[config.mk]
export PLATFORM = sky130hd
export DESIGN_NAME = pixel_gen_scaled
export DESIGN_NICKNAME = d
export VERILOG_FILES = /design/src/rtl/pixel_gen_pkg.sv /design/src/rtl/pixel_addr_gen.sv /design/src/rtl/pixel_gen_scaled.sv
export SDC_FILE = /design/constraint.sdc
export NUM_CORES = 1
export LEC_CHECK = 0
export CORE_AREA = 2 2 111 113
export CTS_BUF_LIST = sky130_fd_sc_hd__clkbuf_4 sky130_fd_sc_hd__clkbuf_8
export DETAILED_ROUTE_END_ITERATION = 7
export DIE_AREA = 0 0 113 115
export GPL_ROUTABILITY_DRIVEN = 1
export PLACE_DENSITY = 0.78
export SYNTH_ARGS = -nofsm -noshare
export SYNTH_HDL_FRONTEND = slang
export SYNTH_SLANG_ARGS = --single-unit
[constraint.sdc]
create_clock -name VGA_CLK -period 3.3 [get_ports VGA_CLK]
set_input_delay 0.33 -clock VGA_CLK [delete_from_list [all_inputs] [get_ports VGA_CLK]]
set_output_delay 0.33 -clock VGA_CLK [all_outputs]
set_load 0.02 [all_outputs]
[src/rtl/pixel_gen_pkg.sv]
// Shared types, constants and helpers for the scaled framebuffer pixel generator.
package pixel_gen_pkg;

    typedef enum logic [1:0] {
        MODE_IMAGE = 2'd0,
        MODE_BARS  = 2'd1,
        MODE_SOLID = 2'd2,
        MODE_GRID  = 2'd3
    } mode_e;

    // {R,G,B} on/off per bar: white, yellow, cyan, green, magenta, red, blue, black
    localparam logic [2:0] BAR_RGB [8] = '{
        3'b111, 3'b110, 3'b011, 3'b010, 3'b101, 3'b100, 3'b001, 3'b000
    };

    typedef struct packed {
        logic        vis;
        logic        hs;
        logic        vs;
        logic        in_img;
        mode_e       mode;
        logic [23:0] pat;
    } ctl_t;

    // Replicate the low cb bits of c, MSB first, to fill 8 bits.
    function automatic logic [7:0] expand_chan(input logic [7:0] c, input int unsigned cb);
        logic [7:0] r;
        logic [2:0] idx;
        r = '0;
        for (int unsigned i = 0; i < 8; i++) begin
            idx = 3'(cb - 1 - (i % cb));
            r[3'(7 - i)] = c[idx];
        end
        return r;
    endfunction

endpackage

[src/rtl/pixel_addr_gen.sv]
// Multiplier-free framebuffer address generation for a power-of-two upscaled image.
module pixel_addr_gen
    import pixel_gen_pkg::*;
#(
    parameter int V_ACTIVE   = 800,
    parameter int IMG_W      = 640,
    parameter int IMG_H      = 400,
    parameter int SCALE_LOG2 = 1,
    parameter int ADDR_W     = 18
) (
    input  logic              clk,
    input  logic              rst,
    input  logic [15:0]       line_value,
    input  logic [15:0]       pixel_location,
    output logic [ADDR_W-1:0] rom_address,
    output logic              in_img
);

    localparam logic [15:0]       IMG_W16  = 16'(IMG_W);
    localparam logic [15:0]       IMG_H16  = 16'(IMG_H);
    localparam logic [15:0]       V_ACT16  = 16'(V_ACTIVE);
    localparam logic [ADDR_W-1:0] ROW_STEP = ADDR_W'(IMG_W);
    localparam logic [2:0]        SUB_MAX  = 3'((1 << SCALE_LOG2) - 1);

    logic [15:0]       line_q;
    logic [ADDR_W-1:0] row_base, row_nxt;
    logic [2:0]        sub, sub_nxt;
    logic [15:0]       col;
    logic              new_line, frame_start, img_hit;

    always_comb begin
        new_line    = (line_value != line_q);
        frame_start = (line_value == 16'd0) && (pixel_location == 16'd0);
        row_nxt     = row_base;
        sub_nxt     = sub;
        if (frame_start || (new_line && line_value == 16'd0)) begin
            row_nxt = '0;
            sub_nxt = '0;
        end else if (new_line) begin
            if (sub == SUB_MAX) begin
                sub_nxt = '0;
                row_nxt = row_base + ROW_STEP;
            end else begin
                sub_nxt = sub + 3'd1;
            end
        end
        col     = pixel_location >> SCALE_LOG2;
        img_hit = (col < IMG_W16) && ((line_value >> SCALE_LOG2) < IMG_H16)
                  && (line_value < V_ACT16);
    end

    // Address uses the updated row so the first pixel of a new line already lands on it.
    always_ff @(posedge clk or posedge rst) begin
        if (rst) begin
            line_q      <= '0;
            row_base    <= '0;
            sub         <= '0;
            in_img      <= 1'b0;
            rom_address <= '0;
        end else begin
            line_q   <= line_value;
            row_base <= row_nxt;
            sub      <= sub_nxt;
            in_img   <= img_hit;
            if (img_hit)
                rom_address <= row_nxt + ADDR_W'(col);
        end
    end

endmodule

[src/rtl/pixel_gen_scaled.sv]
// Upscaled framebuffer pixel generator with test patterns and ROM-latency-matched timing.
module pixel_gen_scaled
    import pixel_gen_pkg::*;
#(
    parameter int   H_ACTIVE   = 1280,
    parameter int   V_ACTIVE   = 800,
    parameter int   IMG_W      = 640,
    parameter int   IMG_H      = 400,
    parameter int   SCALE_LOG2 = 1,
    parameter int   CB         = 4,
    parameter int   ADDR_W     = 18,
    parameter int   ROM_LAT    = 1,
    parameter logic SYNC_IDLE  = 1'b1
) (
    input  logic              VGA_CLK,
    input  logic              reset,
    input  logic [15:0]       line_value,
    input  logic [15:0]       pixel_location,
    input  logic              visible_region,
    input  logic              hsync_in,
    input  logic              vsync_in,
    input  logic [1:0]        mode,
    input  logic [3*CB-1:0]   bg_color,
    output logic [ADDR_W-1:0] rom_address,
    input  logic [3*CB-1:0]   rom_q,
    output logic [7:0]        VGA_R,
    output logic [7:0]        VGA_G,
    output logic [7:0]        VGA_B,
    output logic              VGA_HS,
    output logic              VGA_VS,
    output logic              VGA_BLANK_N
);

    localparam logic [15:0] BAR_LAST = 16'(H_ACTIVE / 8 - 1);
    localparam ctl_t CTL_RST = '{vis: 1'b0, hs: SYNC_IDLE, vs: SYNC_IDLE, in_img: 1'b0,
                                 mode: MODE_IMAGE, pat: 24'd0};

    logic        in_img_a;
    logic [2:0]  bar_q, bar_cur;
    logic [15:0] cnt_q, cnt_cur;
    logic [2:0]  bar_rgb;
    logic [23:0] bg24, bar24, pat;
    mode_e       mode_q, mode_eff;
    logic        frame_start;
    logic        vis_a, hs_a, vs_a;
    mode_e       mode_a;
    logic [23:0] pat_a;
    ctl_t        stage_a;
    ctl_t        pipe [ROM_LAT];

    pixel_addr_gen #(
        .V_ACTIVE   (V_ACTIVE),
        .IMG_W      (IMG_W),
        .IMG_H      (IMG_H),
        .SCALE_LOG2 (SCALE_LOG2),
        .ADDR_W     (ADDR_W)
    ) u_addr (
        .clk            (VGA_CLK),
        .rst            (reset),
        .line_value     (line_value),
        .pixel_location (pixel_location),
        .rom_address    (rom_address),
        .in_img         (in_img_a)
    );

    always_comb begin
        frame_start = (line_value == 16'd0) && (pixel_location == 16'd0);
        mode_eff    = frame_start ? mode_e'(mode) : mode_q;
        bar_cur     = (pixel_location == 16'd0) ? 3'd0 : bar_q;
        cnt_cur     = (pixel_location == 16'd0) ? 16'd0 : cnt_q;
        bar_rgb     = BAR_RGB[bar_cur];
        bar24       = {{8{bar_rgb[2]}}, {8{bar_rgb[1]}}, {8{bar_rgb[0]}}};
        bg24        = {expand_chan(8'(bg_color[3*CB-1 -: CB]), CB),
                       expand_chan(8'(bg_color[2*CB-1 -: CB]), CB),
                       expand_chan(8'(bg_color[CB-1   -: CB]), CB)};
        unique case (mode_eff)
            MODE_BARS: pat = bar24;
            MODE_GRID: pat = (pixel_location[5:0] == 6'd0 || line_value[5:0] == 6'd0)
                             ? 24'hFFFFFF : bg24;
            default:   pat = bg24;
        endcase
        stage_a = '{vis: vis_a, hs: hs_a, vs: vs_a, in_img: in_img_a, mode: mode_a, pat: pat_a};
    end

    always_ff @(posedge VGA_CLK or posedge reset) begin
        if (reset) begin
            mode_q <= MODE_IMAGE;
            bar_q  <= '0;
            cnt_q  <= '0;
            vis_a  <= 1'b0;
            hs_a   <= SYNC_IDLE;
            vs_a   <= SYNC_IDLE;
            mode_a <= MODE_IMAGE;
            pat_a  <= '0;
        end else begin
            mode_q <= mode_eff;
            if (cnt_cur == BAR_LAST) begin
                cnt_q <= '0;
                bar_q <= (bar_cur == 3'd7) ? 3'd7 : bar_cur + 3'd1;
            end else begin
                cnt_q <= cnt_cur + 16'd1;
                bar_q <= bar_cur;
            end
            vis_a  <= visible_region;
            hs_a   <= hsync_in;
            vs_a   <= vsync_in;
            mode_a <= mode_eff;
            pat_a  <= pat;
        end
    end

    // Stage A plus ROM_LAT delay stages keep control aligned with rom_q.
    always_ff @(posedge VGA_CLK or posedge reset) begin
        if (reset) begin
            for (int unsigned i = 0; i < ROM_LAT; i++)
                pipe[i] <= CTL_RST;
            VGA_R       <= '0;
            VGA_G       <= '0;
            VGA_B       <= '0;
            VGA_HS      <= SYNC_IDLE;
            VGA_VS      <= SYNC_IDLE;
            VGA_BLANK_N <= 1'b0;
        end else begin
            pipe[0] <= stage_a;
            for (int unsigned i = 1; i < ROM_LAT; i++)
                pipe[i] <= pipe[i-1];
            VGA_HS      <= pipe[ROM_LAT-1].hs;
            VGA_VS      <= pipe[ROM_LAT-1].vs;
            VGA_BLANK_N <= pipe[ROM_LAT-1].vis;
            if (!pipe[ROM_LAT-1].vis) begin
                VGA_R <= '0;
                VGA_G <= '0;
                VGA_B <= '0;
            end else if (pipe[ROM_LAT-1].mode == MODE_IMAGE && pipe[ROM_LAT-1].in_img) begin
                VGA_R <= expand_chan(8'(rom_q[3*CB-1 -: CB]), CB);
                VGA_G <= expand_chan(8'(rom_q[2*CB-1 -: CB]), CB);
                VGA_B <= expand_chan(8'(rom_q[CB-1   -: CB]), CB);
            end else begin
                VGA_R <= pipe[ROM_LAT-1].pat[23:16];
                VGA_G <= pipe[ROM_LAT-1].pat[15:8];
                VGA_B <= pipe[ROM_LAT-1].pat[7:0];
            end
        end
    end

endmodule

# Yosys cells after proc, flatten, opt, wreduce, memory -nomap -nowiden
# Memory sizes are Yosys's and may differ from the RTL's.
# Index checks and enable logic that the tools add are counted.
# W data, S select, Z words.
[totals]
elab_cells = 76
latch_bits = 0
regBits = 161
inputBits = 63
ramBits = 0
mem_count = 1
out_inout_bits = 45
romBits = 24
[classes]
multipliers = 0
div_mod_pow = 0
order_cmp = 4
reduce_logical = 13
shift = 0
n_mux = 22
addsub = 5
n_bitwise = 1
n_eq_ne = 6
[mem_list]
columns = ["name", "depth", "width", "read_ports", "rd_clocked_by_memory_dff", "write_ports", "line_no", "rtl"]
rows = [
  ["(no name shown)", 8, 3, 1, 0, 0, "pixel_gen_scaled.sv:71", "bar_rgb = BAR_RGB[bar_cur];"],
]
[ops]
columns = ["operator", "n"]
rows = [
  ["$mux W18", 3],
  ["$mux W8", 6],
  ["$pmux W24 S2", 1],
  ["$logic_not A16 Y1", 2],
  ["$mux W16", 2],
  ["$mux W24", 1],
  ["$mux W3", 8],
  ["$add A18 B10 Y18 const B", 1],
  ["$add A18 B15 Y18", 1],
  ["$add A16 B1 Y16 const B", 1],
  ["$eq A16 B8 Y1 const B", 1],
  ["$lt A16 B10 Y1 const B", 1],
  ["$ne A16 B16 Y1", 1],
  ["$lt A15 B10 Y1 const B", 1],
  ["$lt A15 B9 Y1 const B", 1],
  ["$logic_not A6 Y1", 2],
  ["$add A3 B1 Y3 const B", 2],
  ["$logic_and A1 B1 Y1", 5],
  ["$ge A4 B4 Y1 const B", 1],
  ["$not A3 Y4", 1],
  ["$eq A3 B1 Y1 const B", 1],
  ["$eq A3 B3 Y1 const B", 1],
  ["$eq A2 B1 Y1 const B", 1],
  ["$eq A2 B2 Y1 const B", 1],
  ["other kinds (4)", 5],
]

# Logic depth before layout (Yosys ltp)
[logic_depth]
word_depth = 7
depth_mapped = 18
ltp_nobuf = 17

# Cells and area by module
# A second synthesis with hierarchy kept.
[hier_totals]
cells_unflattened = 549
area_unflattened_um2 = 5868.1
[by_module_without_submodules]
columns = ["module", "area_each_um2", "n_inst", "cells_each"]
rows = [
  ["pixel_gen_scaled", 2935.3, 1, 258],
  ["pixel_addr_gen", 2932.8, 1, 291],
]

# Worst setup path before layout
# No wires, ideal clock.
[synth_path]
kind = "input-to-reg"
startpoint = "input pixel_location[2]"
endpoint = "register u_addr.rom_address[11]"
stages = 17
arrival_ps = 3668
slack_ps = -503
required_time_ps = 3165
path_buffers = 2
cell_sequence = "nor4_1 > nand4_1 > or2_2 > clkbuf_1 > a21boi_2 > buf_2 > nand2b_1 > inv_1 > ha_1 > a211o_1 > a2111oi_0 > o31ai_1 > a21oi_1 > o21ai_0 > a21oi_1 > xor2_1 > o21ai_0"
[synth_via]
elab_chain_cells = 5
elab_cells_between_ends = 8
cone_classes = "add/sub: 1; order compare: 1; mux: 1; reduce/logical: 5"
[synth_rtl]
columns = ["item", "line_no", "rtl"]
rows = [
  ["from (decl)", "pixel_gen_scaled.sv:18", "input logic [15:0] pixel_location,"],
  ["$logic_not A16 Y1", "pixel_addr_gen.sv:33", "frame_start = (line_value == 16'd0) && (pixel_location == 16'd0);"],
  ["$logic_and A1 B1 Y1", "pixel_addr_gen.sv:33", ""],
  ["$logic_or A1 B1 Y1", "pixel_addr_gen.sv:36", "if (frame_start || (new_line && line_value == 16'd0)) begin"],
  ["$mux W18", "pixel_addr_gen.sv:36", ""],
  ["named net u_addr.row_nxt[1]", "pixel_addr_gen.sv:26", "logic [ADDR_W-1:0] row_base, row_nxt;"],
  ["$add A18 B15 Y18", "pixel_addr_gen.sv:66", "rom_address <= row_nxt + ADDR_W'(col);"],
  ["to (signal assigned)", "pixel_addr_gen.sv:66", ""],
  ["to (decl)", "pixel_addr_gen.sv:15", "output logic [ADDR_W-1:0] rom_address,"],
]
# The timed path passes the listed nets, and every way through them passes these cells.
# A chain may end at the register's enable or synchronous reset.

# Worst setup path after layout
[layout_path]
startpoint = "input line_value[0]"
endpoint = "register u_addr.rom_address[17]"
[layout_via]
elab_chain_cells = 5
elab_cells_between_ends = 10
cone_classes = "add/sub: 1; order compare: 1; eq/ne: 1; mux: 2; reduce/logical: 5"
[layout_rtl]
columns = ["item", "line_no", "rtl"]
rows = [
  ["from (decl)", "pixel_gen_scaled.sv:17", "input logic [15:0] line_value,"],
  ["$ne A16 B16 Y1 or $logic_not A16 Y1 (tied branches)", "pixel_addr_gen.sv:32, pixel_addr_gen.sv:33, pixel_addr_gen.sv:36", ""],
  ["$logic_and A1 B1 Y1, on equally long branches", "pixel_addr_gen.sv:36, pixel_addr_gen.sv:33", ""],
  ["$logic_or A1 B1 Y1", "pixel_addr_gen.sv:36", ""],
  ["$mux W18 (*)", "pixel_addr_gen.sv:36", ""],
  ["named net u_addr.row_nxt[5]", "pixel_addr_gen.sv:26", ""],
  ["$add A18 B15 Y18 (*)", "pixel_addr_gen.sv:66", ""],
]
# The timed path passes the listed nets; every way through them passes the cells marked *.

==> flow_metrics.tcl <==
set metrics [dict create \
    final-setup-viol-count 10 \
    vias 4862 \
    arrival_ns 3.99 \
    dpl.hpwl_mm 10.07 \
    cts_tree "built" \
    clk_pin_slew_ns 0.08 \
    pwr-share-comb_pct 28.4 \
    syn-num-nets 611 \
    grt_pass1_wl_mm 23.91 \
    max-vdd-ir-drop_v 0.0003275 \
    clock_latency_ns 0.44 \
    viasPerCell 5.343 \
    cp-end-kind "register" \
    grt_pass1_vias 5108 \
    status "complete, but fails checks" \
    p_per_area_nw_per_um2 501.4 \
    synthDistinctLibCells 55 \
    synth_area_um2 5685 \
    ys_seq_area_share_pct 55.15 \
    ys_warn_count 0 \
    fill_cells 794 \
    drc 12 \
    p_int_uw 2902 \
    p_leak_uw 0.003824 \
    setup_ws_ns -0.3785 \
    netlist_top_cells_count "dfrtp_1, nand2_1, nor2_1" \
    grt_busiest_layer "met2" \
    coreArea_um2 11810 \
    drive_above_1_share_pct 29.23 \
    syn_inst 529 \
    post-synth-top-count-cell "dfrtp_1" \
    p_sw_uw 1365 \
    drtAntennaViolNets 0 \
    cts_hold_buf 0 \
    cts.sinks 125 \
    cp_data_required_time_ns 3.61 \
    met3_usage_pct 5.008 \
    place_congestion 0.8401 \
    max_freq_mhz 271.9 \
    holdWs_ns 0.2203 \
    use_met1_pct 28.38 \
    synth-seq-cells 125 \
    area_growth_pct 49.69 \
    finalHoldViolations 0 \
    wl_per_cell_um 16.63 \
    antenna_found_initial 0 \
    pin_count 108 \
    slew_headroom_pct 45.38 \
    grt_max_degree 79 \
    finalCritPeriodShare_pct 111.5 \
    yosysTopAreaCell "dfrtp_1" \
    die_y_um 115 \
    synth_area_leaders "dfrtp_1, xnor2_1, nand2_1, ha_1, dfstp_2" \
    antenna_cells 0 \
    power_frac_clock_pct 30.9 \
    start_util_pct 48.14 \
    rsz0062_at_grt "true" \
    cp-start-kind "input port" \
    nets 832 \
    critPathMaxFanout 5 \
    worstMarginPinSlew_ns 0.8176 \
    synth_edf_count 0 \
    min_path_type "input port to register" \
    finalCriticalPeriod_ns 3.678 \
    critPathKind "input port to register" \
    grtUsageTotal_pct 23.22 \
    drtIter0Drc 320 \
    p_seq_share_pct 40.7 \
    dieWidth_um 113 \
    dominantRegCellSynth "dfrtp_1" \
    cts_buffer_depth 2 \
    finClkSkew_ns 0.01403 \
    clk_root_buffer_cell "clkbuf_8" \
    fin_util_pct 72.06 \
    dieArea_um2 13000 \
    firstDrtPassIters 8 \
    maxCapViolCount 0 \
    wirelength_mm 15.13 \
    syn_area_per_cell_um2 10.75 \
    post-synth-top-area-fraction_pct 52.38 \
    num_rows 40 \
    cts-htree-levels 4 \
    grt_overflow 0 \
    synthArstFlopShare_pct 100.0 \
    drv_slew 0 \
    violations "design-rule violations, negative setup slack" \
    port_buffers 107 \
    numCtsBuffers 17 \
    swShare_pct 31.98 \
    met2_usage_pct 41.12 \
]
[power groups by stage]
stage | sequential, uW | combinational (uW) | clock (uW)
after floorplan | 1750 | 511 | 0
after global placement | 1750 | 895 | 0
after detailed placement | 1760 | 928 | 0
after CTS | 1730 | 1040 | 1340
after global routing | 1750 | 1300 | 1410
final | 1740 | 1210 | 1320
[registers in the layout, summed over array words and instances (netlist names), 2 cells and up]
name and cells:
pipe 18, mode_a 2, u_addr.sub 3, u_addr.row_base 18, cnt_q 16, VGA_R 4
VGA_B 4, bar_q 3, VGA_G 4, pat_a 12, u_addr.line_q 16, u_addr.rom_address 18
[worst paths after layout]
check	from	end	slack, ns	cells past startpoint
worst min register to register	pat_a[12]	pipe[12]	0.35	0
max in group asynchronous	reset	cnt_q[0]	2.06	3
worst max register to register	u_addr.line_q[0]	u_addr.rom_address[17]	-0.37	17
worst min-delay path	line_value[6]	u_addr.line_q[6]	0.22	2
worst max-delay path	line_value[0]	u_addr.rom_address[17]	-0.38	18
min in group asynchronous	reset	u_addr.line_q[7]	0.41	2
[logic make-up after synthesis]
group | share of synthesized area, %
flip-flops | 55.15
AND/OR/NAND/NOR | 16.24
buffers and inverters | 3.499
multiplexers | 1.100
XOR/XNOR | 7.394
AO/OA/AOI/OAI | 12.30
adder cells (fa/ha/maj) | 4.313
[repair_timing]
action	in CTS	in global routing
pin swaps	52	35
gates resized for setup	45	40
endpoints found under the setup margin	11	20
buffers inserted	28	11
[cell usage in the layout (no fill, tap or decap), drive strengths merged, types with 4 or more instances in the layout]
master	count
o21ai	30
nand2	66
o31ai	6
nand3	9
and3	4
inv	23
clkdlybuf4s50	93
xor2	18
dfstp	6
clkinv	5
nor2	38
a21oi	17
buf	119
xnor2	30
a21boi	15
dfrtp	119
a31oi	4
dlygate4sd2	12
clkbuf	17
nand2b	6
nor3	17
mux2i	4
nor2b	8
o21a	13
nor4	6
and2	8
ha	18
nand4	13
[routing by layer]
layer	vias up	share of wire, %
met5	-	0
met4	0	2.3
met3	34	6.0
met2	180	51
met1	2384	41
li1	2264	-
[final cells by class]
| class | instances | area, um2 | share of cell area [%] |
|---|---|---|---|
| clock buffers | 17 | 234.0 | 2.749 |
| clock inverters | 15 | 152.6 | 1.794 |
| inverters | 16 | 66.31 | 0.7792 |
| multi-input cells | 364 | 2729 | 32.06 |
| flip-flops and latches | 125 | 3136 | 36.84 |
| well taps | 147 | 183.9 | 2.161 |
| repair buffers | 226 | 2009 | 23.61 |
[through the flow]
step | cells | total power [uW] | worst slack, ns | area, um2 | setup TNS (ns)
after floorplan | 529 | 2266 | -0.2124 | 5804 | -0.8946
after global placement | 842 | 2646 | -0.8790 | 7548 | -9.677
after detailed placement | 842 | 2691 | -0.9971 | 7548 | -11.79
after CTS | 901 | 4113 | -0.2040 | 8280 | -1.376
after global routing | 910 | 4465 | -0.5052 | 8511 | -4.115
final | 910 | 4267 | -0.3785 | 8511 | -2.590
[worst max-delay path, stage by stage]
cell and delay (ns):
clkdlybuf4s50_1 0.51, xnor2_1 0.13, nand4_1 0.18, buf_4 0.19, nor4_4 0.35, a21boi_4 0.14
buf_6 0.15, buf_6 0.12, nor2b_4 0.16, ha_4 0.16, a21o_1 0.18, a31oi_1 0.09
or2_1 0.30, o311a_1 0.39, nor3_2 0.22, nand3_1 0.12, xor2_1 0.17, o21ai_1 0.09
Power figures use the tool's default switching activity.
